$ cat src/rtl/mem_arbiter_if.sv
// mem_arbiter_if: core fetch/data request ports and bus master port of mem_arbiter.
interface mem_arbiter_if;
    logic        if_req;
    logic [31:0] if_addr;
    logic [31:0] if_rdata;
    logic        if_ready;
    logic        mem_req;
    logic        mem_we;
    logic [31:0] mem_addr;
    logic [31:0] mem_wdata;
    logic [3:0]  mem_sel;
    logic [31:0] mem_rdata;
    logic        mem_ready;
    logic        flush;
    logic        stallreq_if;
    logic        stallreq_mem;
    logic        bus_req;
    logic        bus_we;
    logic [31:0] bus_addr;
    logic [31:0] bus_wdata;
    logic [3:0]  bus_sel;
    logic [31:0] bus_rdata;
    logic        bus_ack;
    logic        bus_err;
    modport master (
        input  if_req, if_addr, mem_req, mem_we, mem_addr, mem_wdata, mem_sel, flush,
               bus_rdata, bus_ack,
        output if_rdata, if_ready, mem_rdata, mem_ready, stallreq_if, stallreq_mem,
               bus_req, bus_we, bus_addr, bus_wdata, bus_sel, bus_err
    );
    modport slave (
        output if_req, if_addr, mem_req, mem_we, mem_addr, mem_wdata, mem_sel, flush,
               bus_rdata, bus_ack,
        input  if_rdata, if_ready, mem_rdata, mem_ready, stallreq_if, stallreq_mem,
               bus_req, bus_we, bus_addr, bus_wdata, bus_sel, bus_err
    );
endinterface

$ cat src/rtl/mem_arbiter.sv
// mem_arbiter: single-outstanding bus arbiter between fetch and data ports, data first,
// with flush draining and a watchdog that aborts unacknowledged bus cycles.
module mem_arbiter #(
    parameter int TIMEOUT = 255
) (
    input logic            clk,
    input logic            rst,
    mem_arbiter_if.master  io
);
    typedef enum logic [2:0] {IDLE, BUSY_IF, BUSY_MEM, DRAIN_IF, RESP_IF, RESP_MEM} state_t;
    localparam logic [7:0] LIMIT = 8'(TIMEOUT - 1);
    state_t     state, nxt;
    logic [7:0] wd;
    logic       in_bus, done;
    assign in_bus          = state inside {BUSY_IF, BUSY_MEM, DRAIN_IF};
    // an ack on the limit cycle wins over the timeout
    assign io.bus_err      = in_bus && !io.bus_ack && wd == LIMIT;
    assign done            = io.bus_ack || io.bus_err;
    assign io.bus_req      = in_bus;
    assign io.if_ready     = state == RESP_IF && !io.flush;
    assign io.mem_ready    = state == RESP_MEM;
    assign io.stallreq_if  = io.if_req & ~io.if_ready;
    assign io.stallreq_mem = io.mem_req & ~io.mem_ready;
    always_comb begin
        nxt = state;
        case (state)
            IDLE:     nxt = io.mem_req ? BUSY_MEM : (io.if_req && !io.flush) ? BUSY_IF : IDLE;
            BUSY_IF:  nxt = done ? (io.flush ? IDLE : RESP_IF) : io.flush ? DRAIN_IF : BUSY_IF;
            BUSY_MEM: nxt = done ? RESP_MEM : BUSY_MEM;
            DRAIN_IF: nxt = done ? IDLE : DRAIN_IF;
            default:  nxt = IDLE;
        endcase
    end
    always_ff @(posedge clk or negedge rst) begin
        if (!rst) begin
            state        <= IDLE;
            wd           <= 8'd0;
            io.bus_we    <= 1'b0;
            io.bus_addr  <= 32'd0;
            io.bus_wdata <= 32'd0;
            io.bus_sel   <= 4'd0;
            io.if_rdata  <= 32'd0;
            io.mem_rdata <= 32'd0;
        end else begin
            state <= nxt;
            // any state change into a bus state, including BUSY_IF -> DRAIN_IF, restarts the watchdog
            wd <= (in_bus && nxt == state) ? wd + 8'd1 : 8'd0;
            if (state == IDLE && nxt == BUSY_MEM) begin
                io.bus_we    <= io.mem_we;
                io.bus_addr  <= io.mem_addr;
                io.bus_wdata <= io.mem_wdata;
                io.bus_sel   <= io.mem_sel;
            end else if (state == IDLE && nxt == BUSY_IF) begin
                io.bus_we    <= 1'b0;
                io.bus_addr  <= io.if_addr;
                io.bus_wdata <= 32'd0;
                io.bus_sel   <= 4'hF;
            end
            if (state == BUSY_IF && nxt == RESP_IF)
                io.if_rdata <= io.bus_ack ? io.bus_rdata : 32'd0;
            if (state == BUSY_MEM && nxt == RESP_MEM)
                io.mem_rdata <= io.bus_ack ? io.bus_rdata : 32'd0;
        end
    end
endmodule
$ cat src/flat_wrapper.sv
// flat-port wrapper written by rule: the top's interface ports become plain ports
module mem_arbiter_flat 
#(
    parameter int TIMEOUT = 255
)
  (clk, rst, io_if_req, io_if_addr, io_mem_req, io_mem_we, io_mem_addr, io_mem_wdata, io_mem_sel, io_flush, io_bus_rdata, io_bus_ack, io_if_rdata, io_if_ready, io_mem_rdata, io_mem_ready, io_stallreq_if, io_stallreq_mem, io_bus_req, io_bus_we, io_bus_addr, io_bus_wdata, io_bus_sel, io_bus_err);
  mem_arbiter_if io_i ();
  input logic clk;
  input logic rst;
  input wire logic [$bits(io_i.if_req)-1:0] io_if_req;
  input wire logic [$bits(io_i.if_addr)-1:0] io_if_addr;
  input wire logic [$bits(io_i.mem_req)-1:0] io_mem_req;
  input wire logic [$bits(io_i.mem_we)-1:0] io_mem_we;
  input wire logic [$bits(io_i.mem_addr)-1:0] io_mem_addr;
  input wire logic [$bits(io_i.mem_wdata)-1:0] io_mem_wdata;
  input wire logic [$bits(io_i.mem_sel)-1:0] io_mem_sel;
  input wire logic [$bits(io_i.flush)-1:0] io_flush;
  input wire logic [$bits(io_i.bus_rdata)-1:0] io_bus_rdata;
  input wire logic [$bits(io_i.bus_ack)-1:0] io_bus_ack;
  output wire logic [$bits(io_i.if_rdata)-1:0] io_if_rdata;
  output wire logic [$bits(io_i.if_ready)-1:0] io_if_ready;
  output wire logic [$bits(io_i.mem_rdata)-1:0] io_mem_rdata;
  output wire logic [$bits(io_i.mem_ready)-1:0] io_mem_ready;
  output wire logic [$bits(io_i.stallreq_if)-1:0] io_stallreq_if;
  output wire logic [$bits(io_i.stallreq_mem)-1:0] io_stallreq_mem;
  output wire logic [$bits(io_i.bus_req)-1:0] io_bus_req;
  output wire logic [$bits(io_i.bus_we)-1:0] io_bus_we;
  output wire logic [$bits(io_i.bus_addr)-1:0] io_bus_addr;
  output wire logic [$bits(io_i.bus_wdata)-1:0] io_bus_wdata;
  output wire logic [$bits(io_i.bus_sel)-1:0] io_bus_sel;
  output wire logic [$bits(io_i.bus_err)-1:0] io_bus_err;
  assign io_i.if_req = io_if_req;
  assign io_i.if_addr = io_if_addr;
  assign io_i.mem_req = io_mem_req;
  assign io_i.mem_we = io_mem_we;
  assign io_i.mem_addr = io_mem_addr;
  assign io_i.mem_wdata = io_mem_wdata;
  assign io_i.mem_sel = io_mem_sel;
  assign io_i.flush = io_flush;
  assign io_i.bus_rdata = io_bus_rdata;
  assign io_i.bus_ack = io_bus_ack;
  assign io_if_rdata = io_i.if_rdata;
  assign io_if_ready = io_i.if_ready;
  assign io_mem_rdata = io_i.mem_rdata;
  assign io_mem_ready = io_i.mem_ready;
  assign io_stallreq_if = io_i.stallreq_if;
  assign io_stallreq_mem = io_i.stallreq_mem;
  assign io_bus_req = io_i.bus_req;
  assign io_bus_we = io_i.bus_we;
  assign io_bus_addr = io_i.bus_addr;
  assign io_bus_wdata = io_i.bus_wdata;
  assign io_bus_sel = io_i.bus_sel;
  assign io_bus_err = io_i.bus_err;
  mem_arbiter #(.TIMEOUT(TIMEOUT)) u_core (.clk(clk), .rst(rst), .io(io_i));
endmodule
$ cat config.mk
export PLATFORM = sky130hd
export DESIGN_NAME = mem_arbiter_flat
export DESIGN_NICKNAME = d
export VERILOG_FILES = /design/src/rtl/mem_arbiter_if.sv /design/src/rtl/mem_arbiter.sv /design/src/flat_wrapper.sv
export SDC_FILE = /design/constraint.sdc
export NUM_CORES = 1
export LEC_CHECK = 0
export ABC_AREA = 1
export BUFFER_PORTS_ARGS = -buffer_cell sky130_fd_sc_hd__buf_2
export CAP_MARGIN = 25
export CORE_ASPECT_RATIO = 2
export CORE_MARGIN = 3
export CORE_UTILIZATION = 43
export CTS_BUF_LIST = sky130_fd_sc_hd__clkbuf_16
export DETAILED_ROUTE_END_ITERATION = 8
export PLACE_DENSITY = 0.79
export SLEW_MARGIN = 20
export SYNTH_ARGS = -nofsm -noshare
export SYNTH_HDL_FRONTEND = slang
export SYNTH_SLANG_ARGS = --single-unit
$ cat constraint.sdc
create_clock -name clk -period 1.55 [get_ports clk]
set_input_delay 0.31 -clock clk [delete_from_list [all_inputs] [get_ports clk]]
set_output_delay 0.31 -clock clk [all_outputs]
set_load 0.01 [all_outputs]
======== After elaboration in Yosys (flattened, before gate mapping) ========
Cells that the tools add are included.
cells by class
  muxes and demuxes ....................... 18
  reductions and logical operators ........ 15
  equal/unequal tests ..................... 11
  order comparisons ....................... 0
  multiply operators ...................... 0
  div/mod/pow operators ................... 0
  shift-type cells ........................ 0
  $add $sub $neg .......................... 1
  bitwise operators ....................... 4
operators with widths
  kind                   count
  $mux W32               5
  $eq A3 B3 Y1 const B   4
  $mux W3                4
  $pmux W3 S4            1
  $eq A3 B2 Y1 const B   3
  $logic_and A1 B1 Y1    9
  $add A8 B1 Y8 const B  1
  $eq A8 B8 Y1 const B   1
  $mux W4                2
  $mux W8                1
  $eq A3 B1 Y1 const B   2
  $mux W2                2
  $eq A3 B3 Y1           1
  $logic_not A3 Y1       1
  $mux W1                3
  $reduce_bool A3 Y1     1
  $and A1 B1 Y1          2
  $logic_not A1 Y1       2
  $not A1 Y1             2
  $reduce_bool A2 Y1     1
  $logic_or A1 B1 Y1     1
storage, ports and cells
  bits in writable memories ............... 0
  bits of input ports ..................... 139
  bits in registers ....................... 144
  memories kept ........................... 0
  memory bits (read-only) ................. 0
  latch bits .............................. 0
  output and inout bits ................... 139
  logic and storage cells ................. 57

======== Longest topological paths before layout ========
  word-level depth ........................ 11
  mapped depth ............................ 12
  mapped depth without buffers ............ 12

======== Worst setup path after synthesis ========
No wires, ideal clock.
  path kind ............................... flip-flop to flip-flop
  from .................................... reg u_core.wd[0]
  to ...................................... reg u_core.wd[0]
  path buffers ............................ 0
  setup slack ............................. -0.050 ns
  data required time ...................... 1.420 ns
  data arrival time ....................... 1.470 ns
  setup time .............................. 0.130 ns
  stages on the path, launching flop included .. 10
  clock period less this slack ............ 1.600 ns
  cell sequence ........................... dfrtp_1 > inv_1 > ha_1 > nand2_1 > nor2_4 > nand3_4 > nand3_2 > nand2_1 > o211ai_4 > nor3_2
between the ends
  word-level cells in the longest chain between the ends .. 8
  elaborated cells on any way between the ends .. 11
  classes of those cells .................. 1 x add/sub; 2 x eq/ne; 5 x mux; 3 x reduce/logical
ends and longest elaborated chain
  item                                   RTL line           text
  start: declaration                     mem_arbiter.sv:13  logic [7:0] wd;
  start signal: assignment               mem_arbiter.sv:47  wd <= (in_bus && nxt == state) ? wd + 8'd1 : 8'd0;
  $eq A8 B8 Y1                           mem_arbiter.sv:17  assign io.bus_err = in_bus && !io.bus_ack && wd == LIMIT;
  $logic_and A1 B1 Y1                    mem_arbiter.sv:17
  $logic_or A1 B1 Y1                     mem_arbiter.sv:18  assign done = io.bus_ack || io.bus_err;
  $mux W2, or another cell as far along  mem_arbiter.sv:30  DRAIN_IF: nxt = done ? IDLE : DRAIN_IF;
  $pmux W3 S4                            mem_arbiter.sv:26  case (state)
  $eq A3 B3 Y1                           mem_arbiter.sv:47
  $logic_and A1 B1 Y1                    mem_arbiter.sv:47
  $mux W8 (*)                            mem_arbiter.sv:47
Mark *: on every way between the ends. The rest lies on a longest branch, timed or not.
A chain may end at the register's enable or synchronous reset.

======== Worst setup path in the final report ========
  from .................................... reg u_core.state[1]
  to ...................................... reg u_core.io.bus_addr[27] in the netlist's numbering
between the ends
  word-level cells in the longest chain between the ends .. 10
  elaborated cells on any way between the ends .. 18
  classes of those cells .................. 5 x eq/ne; 5 x mux; 8 x reduce/logical
ends and longest elaborated chain
  item                                            RTL line                              text
  start: declaration                              mem_arbiter.sv:12                     state_t state, nxt;
  start signal: assignment                        mem_arbiter.sv:45                     state <= nxt;
  $eq A3 B1 Y1 or $eq A3 B2 Y1 (tied branches)    mem_arbiter.sv:15, mem_arbiter.sv:26
  $reduce_bool A3 Y1                              mem_arbiter.sv:15                     assign in_bus = state inside {BUSY_IF, BUSY_MEM, DRAIN_IF};
  $logic_and A1 B1 Y1 (2 in series)               mem_arbiter.sv:17
  $logic_or A1 B1 Y1                              mem_arbiter.sv:18
  $mux W2, or another cell as far along           mem_arbiter.sv:30
  $pmux W3 S4                                     mem_arbiter.sv:26
  $eq A3 B2 Y1 or $eq A3 B1 Y1 (tied branches)    mem_arbiter.sv:48, mem_arbiter.sv:53
  $logic_and A1 B1 Y1 (on tied branches)          mem_arbiter.sv:48, mem_arbiter.sv:53
  $mux W32 or $reduce_bool A2 Y1 (tied branches)  n/a
  end signal: assignment                          mem_arbiter.sv:50                     io.bus_addr <= io.mem_addr;
  end signal: assignment                          mem_arbiter.sv:55                     io.bus_addr <= io.if_addr;
  end: declaration                                mem_arbiter_if.sv:29                  bus_req, bus_we, bus_addr, bus_wdata, bus_sel, bus_err
Several ways; a longest one is shown, not always the timed one.

==> reports/results.txt <==
Final setup viols: 150
Final critical-path required period: 1850 ps
Clock skew: 12.9 ps
Diodes inserted: 0
Global-route wire length before repair: 32.2 mm
Failing checks: setup timing
Synth top cells by count: dfrtp_1, nand2_1, o21ai_0
DRC: 0
TritonCTS clock tree: built
Avg Cell Area, Syn: 10.5 µm²
FF+latch area: 3600 µm²
Synth async-reset ratio: 100%
CP bufs+invs: 5
WL final: 22.0 mm
# port buffers: 277
Starting Density: 43.9%
Clock transition at the registers of the reported paths: 60 ps
WP data required: 1840 ps
Post-Syn Area: 6140 µm²
Critical Path Start: u_core.state[1]
Max-cap violation count: 0
Crit-path leading delay family: buffers and inverters
Final non-filler cell total: 1131
Post-Place Cells: 1046
Yosys warns: 0
Sw power: 8.17 mW
Worst hold start: io_mem_wdata[26]
Fmax: 540 MHz
Net Sw Frac: 38.8%
CP Launch Type: flop
Area of placed instances: 7820 µm²
Dpl hpwl: 12.6 mm
RSZ-0062 raised after global routing: true
Number of flops mapped to enable cells by yosys: 0
#FFs+latches synth: 144
Number of fill cells: 940
Max VDD drop: 1210 µV
Initial antenna violation count: 0
Mapped Cells: 586
Fin area: 10100 µm²
Seq/Total Area, Yosys: 58.7%
GRT overflow: 0
Vias in the first global route: 5989
CTS Sinks: 144
Worst setup path class: reg2reg
Total track usage: 26.1%
Static Leak: 5.04 nW
PD cells: 2090 nW/µm²
Drt wl/cell: 19.4 µm
DIE AREA: 15800 µm²
Hold Path Sink: u_core.io.bus_wdata[26]
R2R depth: 10
Syn Nets: 727
I/O pin count: 278
Min-Delay Path Depth: 2
Critical Path Fanout Max: 8
Worst reg2reg setup slack: -300 ps
Area share of the largest cell type after synthesis: 58.7%
Synth-to-Final Area Change: 63.9%
Worst-skew pair later-pin latency: 410 ps
Primary FF master, synth: dfrtp_1
CP cell instances: nor2_4 > inv_2 > buf_6 > nor2_4 > nand2_4 > buf_12 > buf_8 > clkbuf_16 > o21ai_2 > a21oi_2
Final ANT Viol Nets: 0
GP Congestion: 0.853
Clock share of power: 20.6%
Setup WS post-layout: -302 ps
CTS Root Cell: clkbuf_16
TritonCTS buffer count: 17
Cell with the largest stage delay on the worst path: dfrtp_1
Largest area contributor in the netlist: dfrtp_1
Core area: 14000 µm²
Nets: 1070
Share of cells above drive strength 1: 58.1%
Max-slew violations: 0
Critical path capture point type: flop
Worst hold path class: in2reg
Slew @ Worst Pin: 367 ps
R2R Path End: u_core.io.bus_addr[27]
Setup TNS: -28610 ps
DR vias/cell: 5.23
Core Rows: 61
Area of the multi-input gates: 2740 µm²
Arrival time worst endpoint: 2140 ps
Seq pwr share: 31.1%
Post-route clock period utilization: 119%
Synth cell types: 35
Pre-CTS WS: -125 ps
Initial DRC Count: 305
Combinational power share: 48.2%
Most used cell, CP: nor2_4
Die height: 175 µm
Slew Limit Headroom: 75.5%
Most frequent cell after synthesis: dfrtp_1
Vias post-DR: 5919
Run status: finished with violations
Fin. Hold Viols: 0
Area contributors post-synth: dfrtp_1, nand2_1, a22o_1, o21ai_2, o21ai_0
DIE WIDTH: 90.5 µm
Worst flop-to-flop path startpoint: u_core.state[1]
Maximum clock path buffer count: 2
H-tree levels: 4
DRT Pass-1 Iters: 5
CP peak stage delay: 430 ps
Pint: 12.9 mW
Largest net degree at the start of global routing: 55
==> registers in the layout, summed over array words and instances, names as in the netlist <==
name,count
u_core.io.bus_wdata,32
u_core.wd,8
u_core.io.bus_addr,32
u_core.io.mem_rdata,32
u_core.io.bus_we,1
u_core.io.bus_sel,4
u_core.state,3
u_core.io.if_rdata,32
==> cell type report <==
type	instances	area share (%)
Clock buffer	17	4.23
Tap cell	189	2.35
Multi-Input combinational cell	391	27.2
Timing Repair Buffer	362	27.7
Sequential cell	144	35.8
Clock inverter	15	1.93
Inverter	13	0.783
==> worst max-delay path by stage <==
stage | end | slack, ps | depth (start not counted)
after global routing | u_core.wd[6] | -410 | 12
after CTS | io_bus_err | -230 | 6
after detailed placement | u_core.wd[6] | -120 | 12
after floorplan | u_core.wd[0] | -40 | 9
after global placement | u_core.wd[5] | -40 | 12
final | u_core.io.bus_addr[27] | -300 | 10
==> layer usage <==
layer / routed length (µm) / track usage (%) / vias up
met5: 0 / 0 / -
met3: 1170 / 4.01 / 77
met1: 7660 / 29.4 / 2871
met4: 1030 / 13.1 / 0
li1: - / - / 2678
met2: 12100 / 47.3 / 293
==> worst register-to-register path, delay by kind of cell, from the launching register on <==
family | cells | cell delay [ps]
buffers and inverters | 5 | 620
AOI/OAI and AO/OA | 2 | 240
DFF | 1 | 430
and+or+nand+nor | 3 | 440
==> placed cells by master (no fill, tap or decap), types with 4 or more instances in the layout <==
cell / count
a21oi_1: 15
a21oi_2: 17
a22o_1: 33
buf_12: 18
buf_16: 16
buf_2: 274
buf_4: 23
buf_6: 22
clkbuf_16: 20
dfrtp_1: 143
inv_1: 8
inv_6: 6
nand2_1: 128
nand2_2: 9
nand2_4: 7
nand2_8: 4
nor2_1: 16
nor2_2: 9
nor2_4: 18
nor3_2: 5
nor3_4: 5
o21ai_1: 30
o21ai_2: 58
o21ai_4: 7
o22a_1: 4
xor2_1: 5
==> repair_timing <==
item                                    4_1_cts  5_1_grt
endpoints found under the hold margin        23        0
setup buffers                                17       18
hold buffers                                  1        0
endpoints found under the setup margin      122      150
pin swaps                                     8       12
gates resized for setup                      80      156
gates cloned                                 19        3
==> through the flow <==
step           util, %  hold slack, ps  power, mW
2_1_floorplan        -            14.4       10.5
3_3_place_gp      56.0             190       13.4
3_5_place_dp      56.0             194       13.6
4_1_cts           67.8             106       19.8
5_1_grt           72.1             115       22.1
6_report          72.1             123       21.1
==> power by group through the flow <==
stage / registers [mW] / logic (mW) / clock network, mW
2_1_floorplan: 7.23 / 3.31 / 0
3_3_place_gp: 6.39 / 6.97 / 0
3_5_place_dp: 6.42 / 7.17 / 0
4_1_cts: 6.39 / 9.05 / 4.39
5_1_grt: 6.74 / 10.8 / 4.56
6_report: 6.56 / 10.2 / 4.35
==> cells by family after synthesis <==
family | synth area share (%)
xor gates and xnor gates | 0.856
DFF | 58.7
AOI/OAI and AO/OA | 18.3
buffers and inverters | 5.58
and+or+nand+nor | 16.1
adders and majority gates | 0.408
No activity file was read; power rests on OpenSTA's default activity.
